File: config.mk
export PLATFORM = sky130hd
export DESIGN_NAME = bcd_7seg_scan_driver
export DESIGN_NICKNAME = d
export VERILOG_FILES = /design/src/rtl/bcd_7seg_scan_driver.sv
export SDC_FILE = /design/constraint.sdc
export NUM_CORES = 1
export LEC_CHECK = 0
export ABC_AREA = 1
export BUFFER_PORTS_ARGS = -buffer_cell sky130_fd_sc_hd__buf_2
export CORE_ASPECT_RATIO = 0.75
export CORE_MARGIN = 8
export CORE_UTILIZATION = 45
export DETAILED_ROUTE_END_ITERATION = 12
export SLEW_MARGIN = 0
export SYNTH_ARGS = -nofsm -noshare
export SYNTH_HDL_FRONTEND = slang
export SYNTH_SLANG_ARGS = --single-unit
File: constraint.sdc
create_clock -name clk -period 3.1 [get_ports clk]
set_input_delay 0.62 -clock clk [delete_from_list [all_inputs] [get_ports clk]]
set_output_delay 0.62 -clock clk [all_outputs]
set_load 0.02 [all_outputs]
File: src/rtl/bcd_7seg_scan_driver.sv
// Multiplexed common-anode 7-segment driver for packed BCD digits (active-low an/seg/dp).
// Optional build macro LEADING_ZERO_BLANK_EN blanks leading zero digits above digit 0.
module bcd_7seg_scan_driver #(
    parameter int DIGITS    = 4,
    parameter int DIV_WIDTH = 17
) (
    input  logic                  clk,
    input  logic                  reset,
    input  logic [4*DIGITS-1:0]   bcd_in,
    input  logic [DIGITS-1:0]     dp_in,
    input  logic                  load,
    output logic                  load_pending,
    output logic                  frame_done,
    output logic [DIGITS-1:0]     an,
    output logic [6:0]            seg,
    output logic                  dp_n
);

    localparam int IDX_W = (DIGITS > 1) ? $clog2(DIGITS) : 1;
    localparam logic [IDX_W-1:0] LAST_IDX = IDX_W'(DIGITS - 1);

    logic [DIV_WIDTH-1:0] div_cnt;
    logic [IDX_W-1:0]     idx;
    logic                 tick;
    logic                 boundary;

    logic [4*DIGITS-1:0]  pending_bcd;
    logic [DIGITS-1:0]    pending_dp;
    logic [4*DIGITS-1:0]  active_bcd;
    logic [DIGITS-1:0]    active_dp;

    logic [3:0]           cur_digit;
    logic                 blank_digit;

    function automatic logic [6:0] decode(input logic [3:0] d);
        logic [6:0] s;
        case (d)
            4'd0:    s = 7'b1000000;
            4'd1:    s = 7'b1111001;
            4'd2:    s = 7'b0100100;
            4'd3:    s = 7'b0110000;
            4'd4:    s = 7'b0011001;
            4'd5:    s = 7'b0010010;
            4'd6:    s = 7'b0000010;
            4'd7:    s = 7'b1111000;
            4'd8:    s = 7'b0000000;
            4'd9:    s = 7'b0010000;
            default: s = 7'b0111111;
        endcase
        return s;
    endfunction

    assign tick      = &div_cnt;
    assign boundary  = tick && (idx == LAST_IDX);
    assign cur_digit = active_bcd[{idx, 2'b00} +: 4];

`ifdef LEADING_ZERO_BLANK_EN
    logic [DIGITS-1:0] upper_zero;

    // upper_zero[i]: digit i and every more-significant active digit are zero
    always_comb begin
        logic all_zero;
        all_zero   = 1'b1;
        upper_zero = '0;
        for (int i = DIGITS - 1; i >= 0; i--) begin
            all_zero      = all_zero & (active_bcd[4*i +: 4] == 4'd0);
            upper_zero[i] = all_zero;
        end
    end

    assign blank_digit = (idx != '0) && upper_zero[idx];
`else
    assign blank_digit = 1'b0;
`endif

    always_ff @(posedge clk or posedge reset) begin
        if (reset) begin
            div_cnt <= '0;
            idx     <= '0;
        end else begin
            div_cnt <= div_cnt + 1'b1;
            if (tick) begin
                idx <= (idx == LAST_IDX) ? '0 : idx + 1'b1;
            end
        end
    end

    // load is a single-cycle strobe with no back-pressure: it always lands in the pending
    // buffer, and the pending buffer only moves to active at a frame boundary, so a frame
    // is never drawn from two different data sets.
    always_ff @(posedge clk or posedge reset) begin
        if (reset) begin
            pending_bcd  <= '0;
            pending_dp   <= '0;
            active_bcd   <= '0;
            active_dp    <= '0;
            load_pending <= 1'b0;
            frame_done   <= 1'b0;
        end else begin
            frame_done <= boundary;
            if (boundary && load_pending) begin
                active_bcd <= pending_bcd;
                active_dp  <= pending_dp;
            end
            if (load) begin
                pending_bcd <= bcd_in;
                pending_dp  <= dp_in;
            end
            load_pending <= load | (load_pending & ~boundary);
        end
    end

    // The tick cycle is the dead time: all anodes off while idx moves to the next digit.
    always_ff @(posedge clk or posedge reset) begin
        if (reset) begin
            an   <= '1;
            seg  <= 7'h7F;
            dp_n <= 1'b1;
        end else if (tick) begin
            an   <= '1;
            seg  <= 7'h7F;
            dp_n <= 1'b1;
        end else begin
            an   <= ~(DIGITS'(1) << idx);
            seg  <= blank_digit ? 7'h7F : decode(cur_digit);
            dp_n <= ~active_dp[idx];
        end
    end

endmodule

==> results of run 1 <==
## logic make-up after synthesis
group | after synthesis | synth area share (%)
xor gates and xnor gates | 13 | 3.58
buffers and inverters | 51 | 6.53
adders and majority gates | 11 | 4.33
DFF | 73 | 57.9
AOI/OAI and AO/OA | 47 | 7.55
and+or+nand+nor | 139 | 20.1
## cells in the mapped netlist, drive strengths merged, types with 5 or more instances
cell    count  area [µm²]
nand2      91         374
dfrtp      61        1530
o21ai      43         215
inv        40         150
nand3      30         185
dfstp      12         315
nor2       12        47.6
ha         11         138
xor2        9        78.8
buf         6        38.8
clkbuf      5        18.8
## final timing paths
kind	slack, ns	to	cells past startpoint
max	0.86	active_bcd[9]	13
min in group clk	0.46	div_cnt[0]	1
min	0.17	pending_bcd[1]	2
max reg2reg	0.86	active_bcd[9]	13
max in group asynchronous	2.23	seg[4]	3
min reg2reg	0.46	div_cnt[0]	1
## state kept, by name (all words and copies together), names as in the netlist
| name | count |
|---|---|
| div_cnt | 17 |
| pending_dp | 4 |
| dp_n | 1 |
| seg | 7 |
| active_bcd | 16 |
| frame_done | 1 |
| load_pending | 1 |
| an | 4 |
| idx | 2 |
| active_dp | 4 |
| pending_bcd | 16 |
## per-layer routing
layer | track usage (%) | wire length [µm] | vias to the layer above
met1 | 18.2 | 3080 | 996
met5 | 0 | 0 | -
li1 | - | - | 1131
met4 | 2.17 | 35 | 0
met3 | 5.73 | 369 | 4
met2 | 17.7 | 2260 | 39
## metrics by stage
step | power, mW | utilization, % | hold WS (ns) | cells | instance area [µm²]
after CTS | 1.91 | 53.5 | 0.164 | 462 | 3660
after global placement | 1.07 | 50.2 | 0.435 | 446 | 3430
after detailed placement | 1.07 | 50.2 | 0.452 | 446 | 3430
after global routing | 1.96 | 53.5 | 0.160 | 462 | 3660
after floorplan | 1.04 | - | 0.422 | 334 | 3180
final | 1.89 | 53.5 | 0.167 | 462 | 3660
## power by group
group / switching, mW / leakage [nW] / internal, mW
sequential: 0.00534 / 0.921 / 0.975
combinational: 0.0471 / 0.801 / 0.0220
clock: 0.375 / 0.107 / 0.461
total: 0.428 / 1.83 / 1.46
## layout make-up
class	count	area [µm²]
clock buffer	9	124
clock inverter	7	101
fill	640	3180
inverter	40	150
multi-input combinational	210	1130
sequential	73	1840
tap	84	105
timing repair buffer	39	203
==> impl_metrics.json, run 1 <==
{
  "synth_edf_count": 0,
  "fin_nets": 407,
  "cp_cell_sequence": "ha_1 > nand2_1 > nor2_1 > and3_1 > nand3_1 > nor2_1 > ha_1 > nand2_1 > inv_2 > nand2_1 > buf_4 > nand2_1 > o21ai_0",
  "period_needed_ns": 2.24,
  "layout_commonest_cell": "nand2_1",
  "status": "completed",
  "start_kind": "register",
  "core_um2": 6830,
  "drt-total-wl_um": 5740,
  "min_path_type": "primary input to async pin",
  "max-slew-margin-rel_pct": 62.1,
  "cts_setup_buffers": 0,
  "portBuffers": 36,
  "final_cell_mix": "84 x nand2_1, 61 x dfrtp_1, 36 x buf_2, 34 x inv_1, 26 x nand3_1",
  "setup_viol": 0,
  "clkSinkCount": 73,
  "die_h_um": 88.8,
  "cp_num_buf_inv": 2,
  "cts_resized": 0,
  "gp_congestion": 0.804,
  "dp_hpwl_um": 4210,
  "antenna_found_initial": 0,
  "leakage_nw": 1.83,
  "drtIter0Drc": 85,
  "io_pins": 37,
  "postLayoutSetupSlackWorst_ns": 0.861,
  "yosysWarningCount": 0,
  "antenna_cells": 0,
  "dpl_worst_slack_ns": 0.856,
  "root_buffer": "clkbuf_8",
  "grt_max_degree": 42,
  "synth_seq_area_share_pct": 57.9,
  "syn_area_um2": 3180,
  "synthFlopType": "dfrtp_1",
  "syn_inst": 334,
  "critPathArrivalTime_ns": 2.46,
  "chipWidth_um": 113,
  "slew_violations": 0,
  "finalClockSkew_ns": 0.00839,
  "critPathCaptureType": "register",
  "async_flop_share_pct": 100,
  "tritoncts": "built",
  "min_period_over_period_pct": 72.2,
  "drive_gt1_share_pct": 22.5,
  "cts.clk_slew.worst_paths_ns": 0.08,
  "clk_path_buf_depth": 2,
  "grt_pass1_vias": 2080,
  "fmax_ghz": 0.447,
  "grt_pass1_wl_um": 10200,
  "ant_nets": 0,
  "die_area_um2": 10000,
  "track_usage_pct": 12.8,
  "worst_slew_pin_slew_ns": 0.569,
  "max-cap-violations": 0,
  "core.rowCount": 26,
  "finalHoldViolCount": 0,
  "wl_per_cell_um": 12.4,
  "r2r_start": "div_cnt[0]",
  "syn_avg_cell_area_um2": 9.52,
  "cpLargestDelayFamily": "simple AND/OR/NAND/NOR gates",
  "required_ns": 3.32,
  "ir_worst_vdd_v": 0.000235,
  "cp_common_cell": "nand2_1",
  "synth.distinct_cells": 27,
  "vias_per_cell": 4.70,
  "area_growth_pct": 14.9,
  "timing_worst_setup_path_type": "register to register",
  "crit_slowest_cell": "dfrtp_1",
  "max_stage_delay_ns": 0.38,
  "clk_latency_ns": 0.35,
  "cts_buffers": 9,
  "rsz0062_at_grt": "no",
  "drc": 0,
  "crit_start": "div_cnt[0]",
  "cp_max_fo": 40,
  "htree_num_levels": 3,
  "vias": 2170,
  "ys_seq_elements": 73,
  "p_per_area_nw_per_um2": 516,
  "initial_core_util_pct": 46.6,
  "tns_ns": 0,
  "postCtsHoldBufs": 0,
  "synth_nets": 368,
  "grt_remaining_overflow": 0,
  "drt_pre_antenna_iters": 4
}
No activity file was read; power rests on OpenSTA's default activity.
==> run 2, diff against run 1 <==
--- a/config.mk
+++ b/config.mk
@@ -11,6 +11,7 @@
 export CORE_MARGIN = 8
 export CORE_UTILIZATION = 45
 export DETAILED_ROUTE_END_ITERATION = 12
+export PLACE_DENSITY = 0.67
 export SLEW_MARGIN = 0
 export SYNTH_ARGS = -nofsm -noshare
 export SYNTH_HDL_FRONTEND = slang
==> constraint.sdc (replaced) <==
create_clock -name clk -period 1.9 [get_ports clk]
set_input_delay 0.38 -clock clk [delete_from_list [all_inputs] [get_ports clk]]
set_output_delay 0.38 -clock clk [all_outputs]
set_load 0.02 [all_outputs]
==> impl_metrics.json, run 2 (same netlist as run 1, synthesis figures left out) <==
{
  "track_usage_pct": 13.6,
  "max_stage_delay_ns": 0.36,
  "vias_per_cell": 4.77,
  "clk_path_buf_depth": 2,
  "grtUsageMet1_pct": 17.8,
  "cts_buffers": 9,
  "drtIter0Drc": 125,
  "finalHoldViolCount": 0,
  "required_ns": 2.12,
  "initial_core_util_pct": 46.6,
  "gp_congestion": 0.794,
  "drive_gt1_share_pct": 32.9,
  "crit_slowest_cell": "dfrtp_1",
  "power_frac_comb_pct": 4.0,
  "min_period_over_period_pct": 102,
  "cts.clk_slew.worst_paths_ns": 0.07,
  "period_needed_ns": 1.94,
  "fill_cells": 569,
  "grt_pass1_vias": 2240,
  "fmax_ghz": 0.514,
  "min_path_type": "primary input to async pin",
  "max-cap-violations": 0,
  "grt.busiest_layer": "met2",
  "switchingPower_uw": 631,
  "area_growth_pct": 25.7,
  "drt_pre_antenna_iters": 5,
  "dp_hpwl_um": 4160,
  "finalClockSkew_ns": 0.0119,
  "cp_cell_sequence": "ha_2 > nand2_2 > nor2_2 > and3_4 > nand3_2 > nor2_2 > ha_2 > nand2_2 > inv_4 > nand2_8 > clkbuf_16 > nand2_1 > o21ai_1",
  "grt.met3_usage_pct": 5.25,
  "finalPower_mw": 3.04,
  "postCtsHoldBufs": 0,
  "cp_max_fo": 5,
  "worst_slew_pin_slew_ns": 0.590,
  "seqCellArea_um2": 1840,
  "clkSinkCount": 73,
  "start_kind": "register",
  "core.rowCount": 26,
  "drt-total-wl_um": 6650,
  "p_int_mw": 2.41,
  "max-slew-margin-rel_pct": 60.6,
  "largest_register_ffs": 17,
  "violations": "negative setup slack",
  "io_pins": 37,
  "layout_commonest_cell": "nand2_1",
  "rsz0062_at_grt": "yes",
  "top_register": "div_cnt",
  "antenna_cells": 0,
  "grt_remaining_overflow": 0,
  "critPathCaptureType": "register",
  "clk_latency_ns": 0.34,
  "core_um2": 6830,
  "r2r_cells": 13,
  "grt_pass1_wl_um": 10800,
  "power_frac_seq_pct": 52.8,
  "switching_share_pct": 20.8,
  "reg_top3": "div_cnt (17), active_bcd (16), pending_bcd (16)",
  "portBuffers": 36,
  "p_per_area_nw_per_um2": 759,
  "setup_viol": 4,
  "drc": 0,
  "timing_worst_setup_path_type": "register to register",
  "htree_num_levels": 3,
  "ant_nets": 0,
  "die_area_um2": 10000,
  "clockPowerShare_pct": 43.2,
  "dp_cells": 450,
  "holdWs_ns": 0.143,
  "tritoncts": "built",
  "postLayoutSetupSlackWorst_ns": -0.0448,
  "final_cell_mix": "68 x nand2_1, 61 x dfrtp_1, 36 x buf_2, 34 x inv_1, 25 x nand3_1",
  "use_met2_pct": 20.6,
  "vias": 2284,
  "instances_no_fill": 479,
  "multi_input_area_um2": 1250,
  "grt_max_degree": 74,
  "chipWidth_um": 113,
  "wl_per_cell_um": 13.9,
  "die_h_um": 88.8,
  "ir_worst_vdd_v": 0.000460,
  "antenna_found_initial": 0,
  "fin_util_pct": 58.5,
  "status": "finished, violations left",
  "slew_violations": 0,
  "fin_nets": 424,
  "critPathArrivalTime_ns": 2.16,
  "leakage_nw": 1.98,
  "root_buffer": "clkbuf_8"
}
-- run 2: cell count changes in the layout (fill, tap and decap cells not counted), sizes merged --
cell	delta
buf	+15
clkbuf	+6
clkinv	+1
clkinvlp	-1
inv	-4
-- run 2: metrics by stage --
| step | instance area, µm² | setup WS, ns | TNS [ns] |
|---|---|---|---|
| floorplan | 3180 | 0.0237 | 0 |
| global placement | 3490 | 0.0209 | 0 |
| detailed placement | 3490 | -0.0786 | -0.241 |
| CTS | 3810 | 0.00188 | 0 |
| global route | 4000 | -0.160 | -2.45 |
| finish | 4000 | -0.0448 | -0.0533 |
-- run 2: per-layer routing --
layer,up-vias,part of all wire [%],wire length [µm]
met5,-,0,0
met4,0,1.1,73
met3,11,5.5,363
met2,55,45,2990
met1,1050,48,3220
li1,1168,-,-
-- run 2: final timing paths --
| check | from | slack [ns] | endpoint |
|---|---|---|---|
| max | div_cnt[0] | -0.04 | active_bcd[12] |
| min | reset | 0.14 | pending_dp[3] |
| max reg2reg | div_cnt[0] | -0.04 | active_bcd[12] |
| min reg2reg | active_bcd[2] | 0.50 | active_bcd[2] |
| max in group asynchronous | reset | 1.44 | seg[4] |
| min in group clk | dp_in[0] | 0.23 | pending_dp[0] |
-- run 2: timing repair --
action	CTS	global route
endpoints found under the setup margin	21	34
gates resized for setup	9	33
cloned	2	2
buffers inserted	4	5
pin swaps	4	4
-- run 2: cell type report --
class                      instances  area share [%]
multi-input combinational        210            31.3
tap                               84            2.63
clock buffer                      13            3.72
timing repair buffer              56            10.8
inverter                          40            3.91
sequential                        73            46.1
clock inverter                     3            1.63
-- run 2: worst max-delay path: cells and delay by family (launching register included) --
| family | cells | cell delay [ns] |
|---|---|---|
| simple gates | 8 | 0.74 |
| fa+ha+maj | 2 | 0.38 |
| flops | 1 | 0.36 |
| buf+inv | 2 | 0.27 |
| compound gates | 1 | 0.08 |
-- run 2: power by group through the flow --
stage / Clock (mW) / Combinational [mW] / Sequential, mW
3_5_place_dp: 0 / 0.120 / 1.63
2_1_floorplan: 0 / 0.0707 / 1.63
4_1_cts: 1.34 / 0.121 / 1.60
5_1_grt: 1.41 / 0.144 / 1.61
6_report: 1.31 / 0.121 / 1.60
3_3_place_gp: 0 / 0.117 / 1.63
